[config.mk]
export PLATFORM = sky130hd
export DESIGN_NAME = instruction_fetch
export DESIGN_NICKNAME = d
export VERILOG_FILES = /design/src/rtl/instruction_fetch.sv
export SDC_FILE = /design/constraint.sdc
export NUM_CORES = 1
export LEC_CHECK = 0
export ABC_CLOCK_PERIOD_IN_PS = 2450
export BUFFER_PORTS_ARGS = -buffer_cell sky130_fd_sc_hd__buf_2
export CORE_ASPECT_RATIO = 2
export CORE_MARGIN = 3
export CORE_UTILIZATION = 52
export CTS_BUF_LIST = sky130_fd_sc_hd__clkbuf_8
export CTS_CLUSTER_DIAMETER = 30
export CTS_CLUSTER_SIZE = 16
export DETAILED_ROUTE_END_ITERATION = 16
export GPL_TIMING_DRIVEN = 0
export PLACE_DENSITY = 0.87
export SLEW_MARGIN = 20
export SYNTH_ARGS = -nofsm -noshare
export SYNTH_HDL_FRONTEND = slang
export SYNTH_SLANG_ARGS = --single-unit
[constraint.sdc]
create_clock -name clk -period 2.45 [get_ports clk]
set_clock_uncertainty 0.2 [all_clocks]
set_input_delay 0.3675 -clock clk [delete_from_list [all_inputs] [get_ports clk]]
set_output_delay 0.3675 -clock clk [all_outputs]
set_load 0.01 [all_outputs]
[src/rtl/instruction_fetch.sv]
// Fetch stage: owns the program counter, addresses the instruction ROM and
// loads the IF/ID register, honouring redirect, stall and halt in that order.
module instruction_fetch #(
  parameter int                  PC_WIDTH   = 16,
  parameter int                  INST_WIDTH = 9,
  parameter logic [PC_WIDTH-1:0] RESET_PC   = 1,
  parameter logic [4:0]          HALT_OP    = 5'b11010
) (
  input  logic                  clk,
  input  logic                  rst,
  input  logic                  stall,
  input  logic                  redirect_valid,
  input  logic [PC_WIDTH-1:0]   redirect_target,
  output logic [PC_WIDTH-1:0]   pc_out,
  input  logic [INST_WIDTH-1:0] instruction_in,
  output logic                  if_valid,
  output logic [INST_WIDTH-1:0] if_inst,
  output logic [PC_WIDTH-1:0]   if_pc,
  output logic                  halted,
  output logic [15:0]           fetch_count
);

  typedef enum logic {FETCH, HALTED} state_t;

  state_t                  state, state_next;
  logic [PC_WIDTH-1:0]     pc, pc_next;
  logic                    valid_next;
  logic [INST_WIDTH-1:0]   inst_next;
  logic [PC_WIDTH-1:0]     ipc_next;
  logic [15:0]             count_next;
  logic                    is_halt;

  assign is_halt = (instruction_in[INST_WIDTH-1:INST_WIDTH-5] == HALT_OP);

  always_ff @(posedge clk) begin
    if (rst) begin
      state       <= FETCH;
      pc          <= RESET_PC;
      if_valid    <= 1'b0;
      if_inst     <= '0;
      if_pc       <= '0;
      fetch_count <= 16'd0;
    end else begin
      state       <= state_next;
      pc          <= pc_next;
      if_valid    <= valid_next;
      if_inst     <= inst_next;
      if_pc       <= ipc_next;
      fetch_count <= count_next;
    end
  end

  // Redirect beats stall, and stall beats the halted bubble stream.
  always_comb begin
    state_next = state;
    pc_next    = pc;
    valid_next = if_valid;
    inst_next  = if_inst;
    ipc_next   = if_pc;
    count_next = fetch_count;
    if (redirect_valid) begin
      pc_next    = redirect_target;
      valid_next = 1'b0;
      state_next = FETCH;
    end else if (stall) begin
      state_next = state;
    end else if (state == HALTED) begin
      valid_next = 1'b0;
    end else begin
      inst_next  = instruction_in;
      ipc_next   = pc;
      valid_next = 1'b1;
      if (fetch_count != 16'hFFFF) count_next = fetch_count + 16'd1;
      // A halt parks the PC on itself so it is delivered only once.
      if (is_halt) state_next = HALTED;
      else         pc_next    = pc + PC_WIDTH'(1);
    end
  end

  assign pc_out = pc;
  assign halted = (state == HALTED);

endmodule
# After elaboration in Yosys (flattened, before gate mapping)

Cells that the tools add are included.

Bits in read-only memories: 0
Memories kept: 0
Word-level logic and storage cells: 27
Input port bits: 29
Bits in writable memories: 0
Bits in registers: 59
Latch bits: 0
Output and inout port bits: 59

Reduce and logical (&&, ||, !) cells: 4
Magnitude comparators: 0
Bitwise logic cells: 3
Shift operators: 0
Multiply operators: 0
Divide/modulo/power cells: 0
Equal/unequal tests: 5
Add/sub/neg operators: 2
Multiplexer cells: 7

Operator list:

| operator                | count |
|---|---|
| $mux W16                | 4 |
| $add A16 B1 Y16 const B | 2 |
| $ne A16 B16 Y1 const B  | 1 |
| $reduce_and A3 Y1       | 2 |
| $eq A5 B5 Y1 const B    | 1 |
| $ne A2 B2 Y1 const B    | 2 |
| $reduce_and A4 Y1       | 1 |
| $mux W1                 | 3 |
| $not A1 Y1              | 3 |
| $ne A2 B1 Y1 const B    | 1 |
| $reduce_or A2 Y1        | 1 |

# Depth between registers and ports, before layout

Gate-level depths: netlist of the first run.

Depth in word-level cells: 5
Depth in mapped cells: 7
Depth with buffers taken out: 5

# Worst setup path after synthesis of the first run

Ideal clock, no wire load.

Kind: reg2reg
Start: reg fetch_count[0]
End: reg fetch_count[6]
Setup time: 0.121 ns
Data required time: 2.129 ns
Stages on the path, launching flop included: 8
Path slack: 0.357 ns
Arrival: 1.772 ns
Path through: dfxtp_1 > ha_1 > and3_1 > and3_1 > buf_2 > buf_2 > a211oi_1 > mux2_2

Word-level cells in the longest chain between the ends: 2
Elaborated cells on any way between the ends: 3

RTL lines:

| what                                                    | RTL line | RTL |
|---|---|---|
| start, declared                                         | 20       | `output logic [15:0] fetch_count` |
| start signal, assigned                                  | 49       | `fetch_count <= count_next;` |
| branches (longest 2 deep; another with $add A16 B1 Y16) | n/a      |  |

Parallel ways; which one is timed is not known.
A chain may end at the register's enable or synchronous reset.

# Final worst setup path of the first run

Ends and elaborated chain as after synthesis.

==> summary.txt, run 1 <==
CTS
  – CTS tree: done
  – Clk buf depth: 2
  – Worst-path clk slew: 0.06 ns
  – H-tree Lvls: 3
  – CTS Hold Bufs: 0
  – Clock Sinks: 59
  – Clock buffer count from CTS: 9
  – Clk_lat worst skew: 0.33 ns
  – CTS Root Cell: clkbuf_8
  – Post-CTS resize count: 0
  – Post-CTS Setup Bufs: 0

Finish
  – Nets: 462
  – P&R area growth vs syn: 23.83%
  – # fillers: 464
  – Ant. Diodes: 0
  – Multi-input logic area: 1433 um2
  – Sequential Area: 1181 um2
  – Layout Cells excl Fill: 490
  – Layout cells sized above 1: 25.87%

Routing
  – DRC Markers: 0
  – Avg WL per Cell: 16.16 um
  – Vias: 2896
  – DRT iter0 DRCs: 235
  – Via density per instance: 5.910
  – Total Wirelength: 7919 um
  – Drt first pass iters: 4
  – Antenna-violating nets left: 0

Setup path
  – RR Startpoint: fetch_count[0]
  – RR Endpoint: fetch_count[6]
  – Worst setup path start: fetch_count[0]
  – CP max stage cell: mux2_2
  – CP max FO: 10
  – Critical path arrival: 2.27 ns
  – R2R depth: 7
  – CP top delay family: simple AND/OR/NAND/NOR gates
  – Setup slack, reg-to-reg: 0.21 ns
  – Critical Path RT: 2.47 ns
  – Slowest stage delay, CP: 0.36 ns
  – CP Capture Type: register
  – Worst path bufs/invs: 2
  – Crit path cell chain: ha_1, and3_1, and3_1, buf_2, buf_2, a211oi_1, mux2_2
  – Crit path launch type: register
  – Crit path kind: reg -> reg

Floorplanning
  – # IOs: 88
  – Die width: 57.24 um
  – FP Rows: 36
  – CORE AREA: 4955 um2
  – Initial Util: 55.10%
  – Die ar.: 6208 um2
  – Die Y: 108.5 um

Timing
  – F_max: 445.6 MHz
  – # setup viols final: 0
  – Final min period: 2.244 ns
  – Measured slew at the worst slew-check pin: 0.6202 ns
  – Final worst-path cycle share: 91.61%
  – Fin Setup TNS: 0 ns
  – Final setup margin: 0.2056 ns
  – Relative slew margins: 58.65%
  – RSZ-0062 raised after global routing: false
  – Hold Vio Cnt, Final: 0
  – Worst hold slack: 0.07100 ns
  – Max-slew violations: 0

Logic synthesis
  – Synthesized Nets: 365
  – Top FF cell, synth: dfxtp_1
  – Distinct cells, synth: 43
  – Post-Syn Area: 2730 um2
  – Post-synth EDFFs: 0
  – Sequential area share after synthesis: 43.26%
  – Syn_area_per_cell: 8.174 um2
  – Yosys reg bits: 59
  – Post-synth ARST share: 0%
  – Synth warn: 0
  – Post-Syn Instances: 334

Run status
  – Status: complete, no violations

Global route
  – Total gr overflow: 0
  – Vias in the first global route: 2708
  – Largest net degree at the start of global routing: 11
  – All-Layer GR Usage: 26.23%
  – Initial antenna violation count: 0
  – First-pass GRT wire length: 12650 um

Placed design
  – Post-Place Worst Slack: 0.1752 ns
  – Routability cong.: 0.9281
  – IO buf count: 86
  – Placed insts: 477
  – Post-DP HPWL: 5906 um

Power and ir drop
  – Total power: 1.966 mW
  – Worst VDD drop: 0.4972 mV
  – Leak pwr: 1.447 nW
  – Pwr/cell area: 581.5 nW/um2

Hold path
  – Cells on Worst Hold Path: 3
  – Worst Hold Class: in -> reg
  – Hold path endpoint: if_inst[2]
  – Worst hold start: instruction_in[2]

Run
  – Max_cap viols: 0
## cells in the mapped netlist (6+ instances only)
library cell  instances  area (um2)
nor2_1               23       86.33
mux2_2                9       101.4
a311oi_1              9       78.83
nor4_1                6       37.54
and4_1                6       52.55
o31ai_1               8       60.06
or4_1                 9       67.56
inv_1                 6       22.52
nor2b_1              11       68.82
a211oi_1              7       52.55
dfxtp_1              59        1181
a21oi_1              35       175.2
nand3_1              11       55.05
clkbuf_1             16       60.06
nand2_1              67       251.5
## cell usage in the layout, fill, tap and decap left out, types with 2 or more instances in the layout
cell type and count:
inv_1 9, clkbuf_1 16, o211a_1 2, nor3_1 5, dfxtp_1 59, a211oi_1 7, and4_1 6, nand3_1 11
or2_2 2, a311oi_1 9, or4_1 9, o21ai_0 3, mux2_2 9, nand4_1 3, ha_1 2, a2111oi_0 2
a31oi_1 4, o31ai_1 8, a21oi_1 35, mux2i_1 2, nor4_1 6, buf_2 89, and3_1 5, clkbuf_8 10
o211ai_1 2, o21a_1 2, nor2_1 23, nor2b_1 11, nand2_1 67
## power breakdown
group | switching, mW | leakage (nW) | internal (mW)
clock network | 0.336 | 0.0879 | 0.366
registers | 0.0441 | 0.482 | 0.998
logic | 0.133 | 0.877 | 0.0892
## metal layers
layer | global-route usage [%] | vias to the layer above | part of all wire, %
met4 | 12.60 | 0 | 1.9
met3 | 6.810 | 15 | 6.4
met5 | 0 | - | 0
met1 | 27.54 | 1357 | 37
li1 | - | 1405 | -
met2 | 47.22 | 119 | 55
## worst max-delay path by stage
stage | end | slack, ns | cells after the start
6_report | fetch_count[6] | 0.21 | 7
5_1_grt | fetch_count[7] | 0.11 | 7
2_1_floorplan | fetch_count[6] | 0.36 | 7
3_3_place_gp | fetch_count[11] | 0.23 | 6
3_5_place_dp | fetch_count[11] | 0.18 | 6
4_1_cts | fetch_count[6] | 0.21 | 7
## state kept, by name, indices dropped and copies added (netlist names)
| signal | cells |
|---|---|
| halted | 1 |
| pc_out | 16 |
| if_pc | 16 |
| fetch_count | 16 |
| if_inst | 9 |
| if_valid | 1 |
## logic make-up after synthesis
group,Yosys count,synth area share [%]
AOI/OAI and AO/OA,80,19.25
xor gates and xnor gates,2,0.6417
adders and majority gates,2,0.9164
buffers and inverters,28,4.262
DFF,59,43.26
muxes,11,4.446
and+or+nand+nor,152,27.22
## layout make-up
class | count | share of cell area, %
multi-input combinational | 247 | 42.38
sequential | 59 | 34.94
timing repair buffer | 86 | 12.73
clock buffer | 10 | 4.071
buffer | 21 | 2.665
tap | 57 | 2.110
inverter | 7 | 0.7772
clock inverter | 3 | 0.3331
## tightest hold or removal path, delay by kind of cell
family | cells | cell delay, ns
AO/OA/AOI/OAI | 1 | 0.05
buffers and inverters | 1 | 0.09
AND/OR/NAND/NOR | 1 | 0.04
## per-stage QoR
step | utilization (%) | instance area (um2)
floorplan | - | 2730
finish | 68.23 | 3381
global route | 68.23 | 3381
detailed placement | 65.23 | 3232
global placement | 65.23 | 3232
CTS | 68.23 | 3381
No activity file was read; power rests on OpenSTA's default activity.
==> run 2: changes to the inputs <==
--- a/config.mk
+++ b/config.mk
@@ -7,7 +7,7 @@
 export LEC_CHECK = 0
 export ABC_CLOCK_PERIOD_IN_PS = 2450
 export BUFFER_PORTS_ARGS = -buffer_cell sky130_fd_sc_hd__buf_2
-export CORE_ASPECT_RATIO = 2
+export CORE_ASPECT_RATIO = 1.2
 export CORE_MARGIN = 3
 export CORE_UTILIZATION = 52
 export CTS_BUF_LIST = sky130_fd_sc_hd__clkbuf_8
==> run 2 against run 1 <==
  * First-iteration DRC count down 31%
  * Register-to-register slack hardly changed
  * Largest power group unchanged
  * Sequential power is essentially flat
  * Utilization is 0.37 points higher
  * Sequential share of layout area down 0.57 points
  * Combinational power is essentially flat
  * Global-route usage about the same
  * Via count grew 1.0%
  * Flip-flop and latch count unchanged
  * Non-clock buffer count did not move
==> summary.txt, run 2 (synthesized netlist as in run 1, its figures left out) <==
Setup path
  – Critical Path RT: 2.48 ns (about the same)
  – Critical path arrival: 2.28 ns (about the same)
  – R2R depth: 7 (unchanged)
  – CP max stage cell: mux2_2
  – Worst setup path start: fetch_count[0]
  – CP max FO: 10 (unchanged)
  – CP Depth: 7 (unchanged)
  – Slowest stage delay, CP: 0.38 ns (+0.02 ns)
  – CP Capture Type: register
  – RR Startpoint: fetch_count[0]
  – Worst path bufs/invs: 2 (unchanged)
  – Crit path kind: reg -> reg
  – CP top delay family: multiplexers
  – Crit path launch type: register
  – Crit path cell chain: ha_1, and3_1, and3_1, buf_2, buf_2, a21oi_1, mux2_2

Floorplanning
  – # IOs: 88 (unchanged)
  – FP Rows: 28 (-22%)
  – Initial Util: 54.50% (-0.61 points)
  – Die Y: 85.38 um (-21%)
  – Die ar.: 6159 um2 (-0.79%)
  – Die width: 72.15 um (+26%)
  – CORE AREA: 5010 um2 (+1.1%)

Hold path
  – Cells on Worst Hold Path: 3 (unchanged)
  – Worst Hold Class: in -> reg
  – Worst hold start: instruction_in[3]

Placed design
  – Routability cong.: 0.8946 (-3.6%)
  – IO buf count: 86 (unchanged)
  – Post-DP HPWL: 5567 um (-5.7%)

Power and ir drop
  – Comb pwr share: 10.3% (-1.0 points)
  – Sw power: 0.5668 mW (+10%)
  – Pwr/cell area: 631.3 nW/um2 (+8.6%)
  – Leak pwr: 1.456 nW (+0.66%)
  – Sw Share: 26.12% (about the same)
  – Clk pwr share: 41.8% (+6.1 points)
  – Worst VDD drop: 0.4028 mV (-19%)
  – Internal Pwr Total: 1.603 mW (+10%)
  – Seq pwr share: 47.9% (-5.1 points)

Global route
  – Largest net degree at the start of global routing: 11 (unchanged)
  – First-pass GRT wire length: 12680 um (+0.28%)
  – Initial antenna violation count: 0 (unchanged)
  – All-Layer GR Usage: 26.19% (-0.046 points)
  – Vias in the first global route: 2725 (+0.63%)
  – Total gr overflow: 0 (unchanged)

Routing
  – Antenna-violating nets left: 0 (unchanged)
  – DRC Markers: 0 (unchanged)
  – Via density per instance: 5.911 (about the same)
  – Total Wirelength: 7806 um (-1.4%)
  – Vias: 2926 (+1.0%)
  – Drt first pass iters: 5 (+1)
  – DRT iter0 DRCs: 162 (-31%)
  – Avg WL per Cell: 15.77 um (-2.4%)

Timing
  – F_max: 444.2 MHz (-0.30%)
  – # setup viols final: 0 (unchanged)
  – RSZ-0062 raised after global routing: false
  – Relative slew margins: 58.91% (+0.26 points)
  – Fin Setup TNS: 0 ns (unchanged)
  – Final min period: 2.251 ns (+0.006759 ns)
  – Hold Vio Cnt, Final: 0 (unchanged)
  – Max-slew violations: 0 (unchanged)
  – Measured slew at the worst slew-check pin: 0.6164 ns (-0.003853 ns)
  – Final worst-path cycle share: 91.88% (+0.28 points)

CTS
  – Clock Sinks: 59 (unchanged)
  – CTS Hold Bufs: 0 (unchanged)
  – H-tree Lvls: 3 (unchanged)
  – CTS Root Cell: clkbuf_8
  – Clk_lat worst skew: 0.34 ns (about the same)
  – Worst-path clk slew: 0.07 ns (about the same)
  – Clock buffer count from CTS: 9 (unchanged)
  – Post-CTS resize count: 0 (unchanged)
  – CTS tree: done
  – Clk buf depth: 2 (unchanged)
  – Post-CTS Setup Bufs: 0 (unchanged)

Finish
  – Most common cell after layout, fill and taps aside: buf_2
  – Layout cells sized above 1: 26.90% (+1.0 points)
  – Most frequent cells in the layout: 89 x buf_2, 67 x nand2_1, 59 x dfxtp_1
  – Nets: 462 (unchanged)
  – # fillers: 430 (-7.3%)
  – P&R area growth vs syn: 25.89%
  – Core Util, Final: 68.61% (+0.37 points)
  – Ant. Diodes: 0 (unchanged)

Run
  – Max_cap viols: 0 (unchanged)

Run status
  – Status: complete, no violations
[run 2: worst paths after layout]
| path | end | slack [ns] |
|---|---|---|
| worst max-delay path | fetch_count[0] | 0.20 |
| worst min-delay path | if_inst[3] | 0.06 |
| worst max register to register | fetch_count[0] | 0.20 |
| worst min register to register | if_pc[7] | 0.25 |
[run 2: worst min-delay path, stage by stage]
cell     delay (ns)
buf_2          0.09
nand2_1        0.05
a21oi_1        0.05
[run 2: per-layer routing]
layer / global-route usage [%] / part of all wire, % / up-vias
met1: 30.66 / 40 / 1375
met3: 5.332 / 7.1 / 17
li1: - / - / 1404
met2: 44.74 / 51 / 130
met5: 0 / 0 / -
met4: 12.82 / 2.0 / 0
[run 2: metrics by stage]
step                hold WS, ns  worst slack [ns]  power [mW]  instances  area (um2)
floorplan                0.2769            0.3574       1.176        334        2730
global placement         0.2405            0.1718       1.273        480        3236
detailed placement       0.2446            0.1258       1.280        480        3236
CTS                     0.05090            0.2032       2.169        495        3437
global route            0.06922           0.09403       2.247        495        3437
finish                  0.05954            0.1989       2.170        495        3437
[run 2: power by group through the flow]
| stage | Combinational, mW | Sequential (mW) | Clock, mW |
|---|---|---|---|
| floorplan | 0.109 | 1.07 | 0 |
| global placement | 0.215 | 1.06 | 0 |
| detailed placement | 0.222 | 1.06 | 0 |
| CTS | 0.224 | 1.04 | 0.907 |
| global route | 0.246 | 1.04 | 0.955 |
| finish | 0.224 | 1.04 | 0.906 |
[run 2: layout make-up]
cell class	instances	area, um2	share of cell area [%]
multi-input combinational	247	1433	41.68
timing repair buffer	86	430.4	12.52
inverter	7	26.28	0.7645
tap	60	75.07	2.184
clock inverter	4	50.05	1.456
sequential	59	1181	34.36
clock buffer	11	151.4	4.405
buffer	21	90.09	2.621
